`config.mk`:
```
export PLATFORM = sky130hd
export DESIGN_NAME = usb_token_tx
export DESIGN_NICKNAME = d
export VERILOG_FILES = /design/src/rtl/usb_token_tx.sv
export SDC_FILE = /design/constraint.sdc
export NUM_CORES = 1
export LEC_CHECK = 0
export CAP_MARGIN = 30
export CORE_MARGIN = 5
export CORE_UTILIZATION = 60
export DETAILED_ROUTE_END_ITERATION = 16
export HOLD_SLACK_MARGIN = 0.12
export PLACE_DENSITY = 0.89
export SLEW_MARGIN = 20
export SYNTH_ARGS = -nofsm -noshare
export SYNTH_HDL_FRONTEND = slang
export SYNTH_SLANG_ARGS = --single-unit
export TNS_END_PERCENT = 1
```
`constraint.sdc`:
```
create_clock -name clk -period 7.45 [get_ports clk]
set_clock_uncertainty 0.05 [all_clocks]
set_input_delay 0.745 -clock clk [delete_from_list [all_inputs] [get_ports clk]]
set_output_delay 0.745 -clock clk [all_outputs]
set_load 0.1 [all_outputs]
```
`src/rtl/usb_token_tx.sv`:
```
// usb_token_tx: serializes a USB token packet (SYNC, PID, ADDR, ENDP, CRC5) with bit stuffing and EOP.
module usb_token_tx #(
   parameter int EOP_BITS = 2
) (
   input  logic       clk,
   input  logic       n_rst,
   input  logic       tx_start,
   input  logic [3:0] pid,
   input  logic [6:0] addr,
   input  logic [3:0] endp,
   input  logic       shift_enable,
   output logic       tx_bit,
   output logic       tx_active,
   output logic       tx_eop,
   output logic       tx_done
);
   typedef enum logic [2:0] {IDLE, SYNC, PID, DATA, CRC, EOP, DONE} state_t;
   localparam logic [7:0] SYNC_PAT = 8'h80;
   state_t      state, state_n, adv_state;
   logic [3:0]  idx, idx_n, adv_idx, flen;
   logic [2:0]  ones, ones_n;
   logic        stuff, stuff_n, bit_n, fb;
   logic [4:0]  crc, crc_n;
   logic [3:0]  pid_q, pid_n, endp_q, endp_n;
   logic [6:0]  addr_q, addr_n;
   logic [15:0] field;
   always_ff @(posedge clk or negedge n_rst) begin
      if (!n_rst) begin
         state  <= IDLE;
         idx    <= '0;
         ones   <= '0;
         stuff  <= 1'b0;
         crc    <= 5'h1f;
         tx_bit <= 1'b1;
         pid_q  <= '0;
         addr_q <= '0;
         endp_q <= '0;
      end else begin
         state  <= state_n;
         idx    <= idx_n;
         ones   <= ones_n;
         stuff  <= stuff_n;
         crc    <= crc_n;
         tx_bit <= bit_n;
         pid_q  <= pid_n;
         addr_q <= addr_n;
         endp_q <= endp_n;
      end
   end
   // idx/state always name the next field bit; stuff marks that tx_bit is an inserted 0 instead
   always_comb begin
      state_n   = state;
      idx_n     = idx;
      ones_n    = ones;
      stuff_n   = stuff;
      crc_n     = crc;
      bit_n     = tx_bit;
      pid_n     = pid_q;
      addr_n    = addr_q;
      endp_n    = endp_q;
      adv_state = state;
      adv_idx   = idx;
      field     = '0;
      fb        = tx_bit ^ crc[4];
      flen      = state == DATA ? 4'd11 : state == CRC ? 4'd5 : state == EOP ? 4'(EOP_BITS) : 4'd8;
      if (state == IDLE) begin
         if (tx_start) begin
            state_n = SYNC;
            idx_n   = '0;
            ones_n  = '0;
            stuff_n = 1'b0;
            crc_n   = 5'h1f;
            bit_n   = SYNC_PAT[0];
            pid_n   = pid;
            addr_n  = addr;
            endp_n  = endp;
         end
      end else if (state == DONE) begin
         state_n = IDLE;
         bit_n   = 1'b1;
      end else if (shift_enable) begin
         ones_n = tx_bit ? ones + 3'd1 : 3'd0;
         if (!stuff) begin
            if (state == DATA) crc_n = {crc[3], crc[2], crc[1] ^ fb, crc[0], fb};
            adv_state = idx == flen - 4'd1 ? state_t'(state + 3'd1) : state;
            adv_idx   = idx == flen - 4'd1 ? 4'd0 : idx + 4'd1;
         end
         field = adv_state == SYNC ? {8'h0, SYNC_PAT} :
                 adv_state == PID  ? {8'h0, ~pid_q, pid_q} :
                 adv_state == DATA ? {5'h0, endp_q, addr_q} :
                 adv_state == CRC  ? {11'h0, ~crc_n[0], ~crc_n[1], ~crc_n[2], ~crc_n[3], ~crc_n[4]} :
                 adv_state == DONE ? 16'hffff : 16'h0;
         stuff_n = ones_n == 3'd6;
         bit_n   = !stuff_n && field[adv_idx];
         state_n = adv_state;
         idx_n   = adv_idx;
      end
   end
   assign tx_active = state != IDLE && state != DONE;
   assign tx_eop    = state == EOP && !stuff;
   assign tx_done   = state == DONE;
endmodule
```
# --- Yosys cells after proc, flatten, opt, wreduce, memory -nomap -nowiden ---
# Index checks and enable logic that the tools add are counted.
# Widths: inputs -> output; s select.
classes:
  add_sub_neg: 4
  mul: 0
  n_div: 0
  magnitude_cmp: 1
  n_eq_ne: 14
  shift: 0
  muxes: 49
  bitwise: 8
  n_reduce_logical: 12
ops:
  columns: ["operator", "count"]
  rows:
  - ["$mux 16", 5]
  - ["$mux 4", 12]
  - ["$mux 5", 9]
  - ["$mux 3", 14]
  - ["$eq 3x3->1 const B", 6]
  - ["$eq 3x2->1 const B", 3]
  - ["$mux 1", 8]
  - ["$add 3x1->3 const B", 2]
  - ["$reduce_bool 3->1", 2]
  - ["$lt 4x5->1 const B", 1]
  - ["$not 1->1", 5]
  - ["$add 4x1->4 const B", 1]
  - ["$bmux 1 s4", 1]
  - ["$eq 4x4->1", 1]
  - ["$not 4->4", 1]
  - ["$reduce_and 2->1", 2]
  - ["$sub 4x1->4 const B", 1]
  - ["$eq 3x1->1 const B", 1]
  - ["$logic_and 1x1->1", 3]
  - ["$logic_not 3->1", 1]
  - ["$ne 3x3->1 const B", 1]
  - ["$reduce_and 3->1", 1]
  - ["$logic_not 1->1", 2]
  - ["$ne 2x1->1 const B", 1]
  - ["3 further kinds", 4]
word_totals:
  reg_bits: 32
  latch_bits: 0
  mem_bits_rw: 0
  rom_bits: 0
  in_bits: 19
  output_inout_bits: 4
  word_cells: 97
  memories: 0

# --- Depth between registers and ports, before layout ---
depth:
  ltp_word: 23
  mapped_depth: 14
  mapped_depth_nobuf: 13

# --- Least setup slack after synthesis ---
# OpenSTA, ideal clock, no wires.
synth_timing:
  kind: "register to output"
  from: "register state[0]"
  to: "output port tx_active"
  arrival_time_ps: 3108
  required_time_ps: 6655
  path_slack_ps: 3547
  stages_incl_launch_ff: 7
  n_path_buf: 2
  path_cell_list: "dfrtp_1 inv_1 clkbuf_1 ha_1 and2_1 clkbuf_1 nor2_1"
synth_between:
  elab_chain_cells: 2
  elab_cells_between_ends: 3
  cone_classes: "eq/ne: 1; reduce/logical: 2"
synth_lines:
  columns: ["item", "line_no", "text"]
  rows:
  - ["start, declared", "19", "state_t state, state_n, adv_state;"]
  - ["start signal, assigned", "39", "state <= state_n;"]
  - ["$ne 3x3->1 or $reduce_bool 3->1 (tied branches)", "99", "assign tx_active = state != IDLE && state != DONE;"]
  - ["$logic_and 1x1->1 *", "99", null]
  - ["end, declared", "13", "output logic tx_active,"]
# Every way passes the cells marked *; elsewhere a longest branch is shown, timed or not.

# --- Worst setup path in the final report ---
layout_timing:
  from: "register state[0]"
  to: "register tx_bit"
layout_between:
  elab_chain_cells: 23
  elab_cells_between_ends: 50
  cone_classes: "add/sub: 2; eq/ne: 11; mux: 28; bitwise: 5; reduce/logical: 4"
layout_lines:
  columns: ["item", "line_no", "text"]
  rows:
  - ["$eq 3x3->1", "65", "flen = state == DATA ? 4'd11 : state == CRC ? 4'd5 : state == EOP ? 4'(EOP_BITS) : 4'd8;"]
  - ["$mux 4 (3 in series)", "65", null]
  - ["$sub 4x1->4", "85, 86", null]
  - ["$eq 4x4->1", "85, 86", null]
  - ["$mux 3", "85", "adv_state = idx == flen - 4'd1 ? state_t'(state + 3'd1) : state;"]
  - ["$mux 3", "83", "if (!stuff) begin"]
  - ["$mux 3", "81", "end else if (shift_enable) begin"]
  - ["$mux 3", "78", "end else if (state == DONE) begin"]
  - ["[5 not listed]", null, null]
  - ["$mux 16", "89", "adv_state == PID ? {8'h0, ~pid_q, pid_q} :"]
  - ["$mux 16", "88", "field = adv_state == SYNC ? {8'h0, SYNC_PAT} :"]
  - ["$bmux 1 s4", "94", "bit_n = !stuff_n && field[adv_idx];"]
  - ["$mux 1 (implied by the code)", "94", null]
  - ["$logic_and 1x1->1", "94", null]
  - ["$mux 1", "81", null]
  - ["$mux 1", "78", null]
  - ["$mux 1", "66", "if (state == IDLE) begin"]
  - ["end signal, assigned", "44", "tx_bit <= bit_n;"]
  - ["end, declared", "12", "output logic tx_bit,"]
# Several ways; a longest one is shown, not always the timed one. The select of a mux whose other input is x is not followed.
# A chain may end at the register's enable or synchronous reset.

==> flow_summary.json <==
{
  "via_per_inst": 6.50,
  "status": "finished, final reports clean",
  "critPathSlowestCell": "dfrtp_1",
  "worstPathMaxFanout": 17,
  "finalWirelength_mm": 5.51,
  "max_clock_freq_mhz": 248,
  "tritoncts": "done",
  "clock_tree.htree_level_count": 2,
  "yosysMostFrequentCell": "dfrtp_1",
  "synth_compound_area_frac": 0.206,
  "antenna_cells_inserted": 0,
  "coreArea_um2": 3690,
  "ys_async_sr_fraction": 1.00,
  "combinational_family_with_the_most_area_after_synthesis": "compound AO/OA/AOI/OAI gates",
  "synth_top_area_frac": 0.283,
  "critical_path.cell_chain": "inv_1, ha_1, mux2i_4, ha_1, xnor2_1, or3_1, nor3_2, a41oi_1, o21a_1, a211oi_1, nor4_1",
  "power.density_nw_per_um2": 395,
  "slowest_stage_delay_on_critical_path_ps": 700,
  "criticalPathCategory": "flip-flop to flip-flop",
  "netlist.top_cell.by_area": "dfrtp_1",
  "post_synth_mux_area_share": 0.119,
  "post_synth_main_area_contributors": "dfrtp_1 (28%), mux2_2 (8.3%), dfstp_2 (6.9%)",
  "setup-tns-final_ps": 0,
  "drc": 0,
  "io_buffer_count": 22,
  "dieArea_um2": 5170,
  "layout_worst_path_cycle_share": 0.541,
  "yosys_warnings": 0,
  "layout-drive-gt1-share": 0.164,
  "ant_nets": 0,
  "flow.area_growth_from_synthesis_pct": 13.9,
  "final_hold_vio_count": 0,
  "tritoncts_num_sinks": 32,
  "grt_start_max_net_pins": 33,
  "cts-hold-fix-buffers": 0,
  "layout.cell_area.non_filler_um2": 2620,
  "placement_rows": 22,
  "cts_inserted_buffers": 5,
  "die_x_um": 71.9,
  "netlist-cell-type-count": 57,
  "syn-num-nets": 267,
  "place_hpwl_mm": 3.95,
  "cp-end-kind": "flip-flop",
  "grt_pass1_vias": 1817,
  "floorplan.initialDensity": 0.623,
  "post_cts_buffers": 0,
  "number_of_iterations_in_the_first_detailed_routing_pass": 5,
  "final-max-slew-violation-count": 0,
  "clkTransAtPathRegs_ps": 70,
  "path_common_cell": "ha_1",
  "cp_launch_type": "flip-flop",
  "required_ps": 7620,
  "die_y_um": 71.9,
  "dominantRegCellSynth": "dfrtp_1",
  "timing.max_slew.rel_slack": 0.353,
  "synthesis.area_um2": 2300,
  "yosysSeqAreaShare": 0.351,
  "timing.critical_path.arrival_ps": 4200,
  "via_count": 1977,
  "rsz0062_at_grt": "false",
  "postSynthRegisterBits": 32,
  "post_cts.resized_instances": 0,
  "worst_pin_slew_ps": 968,
  "synthXorXnorAreaFrac": 0.0718,
  "clock_path_buffers": 2,
  "number_of_enable_type_register_cells_in_the_synthesized_netlist": 0,
  "grt.total_usage": 0.227,
  "post_layout_nets": 282,
  "worstSkewPairLatency_ps": 290,
  "pin_count": 23,
  "syn_avg_cell_area_um2": 9.58,
  "vdd.ir_drop.worst_mv": 0.195,
  "min_path_type": "flip-flop to flip-flop",
  "finalCriticalPeriod_ps": 4030,
  "grt_pass1_wl_mm": 9.13,
  "antenna_found_initial": 0,
  "gp_routability_congestion": 0.990,
  "dpl_cell_area_um2": 2530,
  "max-cap-violations": 0,
  "post_synth_inst_count": 240,
  "clockRootBuffer": "clkbuf_8",
  "synthSimpleGateAreaFrac": 0.171,
  "synth_adder_area_share": 0.0435,
  "synth_common_cells": "dfrtp_1 (26), nor2_1 (22), mux2_2 (17), nand2_1 (16), a21oi_1 (13)",
  "detail_route.wl_per_cell_um": 18.1,
  "drtIter0Drc": 186,
  "grt_overflow_total": 0,
  "setup_violations": 0,
  "total_leakage_power_nw": 1.03
}
-- cell families (layout without fill, tap and decap cells) --
logic type / Yosys count / count (layout)
AOI/OAI and AO/OA: 67 / 67
xor gates and xnor gates: 15 / 15
adders and majority gates: 8 / 8
buffers and inverters: 21 / 37
DFF: 32 / 32
muxes: 24 / 24
and+or+nand+nor: 73 / 73
-- registers in the layout (all words and copies together), names as in the netlist --
name / count
endp_q: 4
addr_q: 7
ones: 3
stuff: 1
pid_q: 4
idx: 4
tx_bit: 1
crc: 5
state: 3
-- metrics by stage --
step | cells | hold slack [ps] | utilization | setup slack (ps) | power, W
2_1_floorplan | 240 | 399 | - | 3550 | 0.000762
3_3_place_gp | 296 | 438 | 0.685 | 3630 | 0.000869
3_5_place_dp | 296 | 444 | 0.685 | 3550 | 0.000880
4_1_cts | 304 | 460 | 0.710 | 3500 | 0.00102
5_1_grt | 304 | 475 | 0.710 | 3080 | 0.00111
6_report | 304 | 459 | 0.710 | 3420 | 0.00104
-- final timing paths --
kind	from	endpoint	slack [ps]	cells past startpoint
worst max-delay path	state[0]	tx_bit	3420	11
worst min-delay path	endp_q[1]	endp_q[1]	460	1
worst max register to register	state[0]	tx_bit	3420	11
worst min register to register	endp_q[1]	endp_q[1]	460	1
max in group asynchronous	n_rst	crc[0]	6220	2
min in group asynchronous	n_rst	addr_q[2]	800	2
-- cell usage in the layout (no fill, tap or decap), types with 4 or more instances in the layout --
cell type	synthesis	final
o22a_1	4	4
clkbuf_8	0	6
nand3_1	9	9
a211oi_1	5	5
xnor2_1	8	8
ha_1	8	8
nor2_1	22	22
nand2_1	16	16
dfrtp_1	26	26
inv_1	6	6
a31oi_1	9	9
xor2_1	4	4
clkdlybuf4s50_1	0	22
o21ai_0	8	8
a21oi_1	13	13
mux2i_1	6	6
dfstp_2	6	6
mux2_2	17	17
-- worst max-delay path, delay by kind of cell (launching register included) --
family	cells	cell delay (ps)
buffers and inverters	1	330
flip-flops	1	700
multiplexers	1	270
AO/OA/AOI/OAI	3	720
AND/OR/NAND/NOR	3	1070
adder cells (fa/ha/maj)	2	670
XOR/XNOR	1	140
-- layer usage --
layer	up-vias	wire, µm	GRT usage
met1	923	2350	0.316
li1	924	-	-
met5	-	0	0
met2	103	2500	0.321
met4	0	212	0.125
met3	27	441	0.0568
-- power breakdown --
part / internal (W) / total (W) / switching (W)
clock network: 0.0000751 / 0.000143 / 0.0000679
logic: 0.000232 / 0.000584 / 0.000352
registers: 0.000238 / 0.000309 / 0.0000706
-- layout make-up --
class | count | area [µm²]
flip-flops and latches | 32 | 808
multi-input cells | 187 | 1410
clock buffers | 7 | 86.3
inverters | 6 | 22.5
well taps | 48 | 60.1
repair buffers | 23 | 228
clock inverters | 1 | 7.51
fillers | 294 | 1070
(Power assumes the default switching activity.)
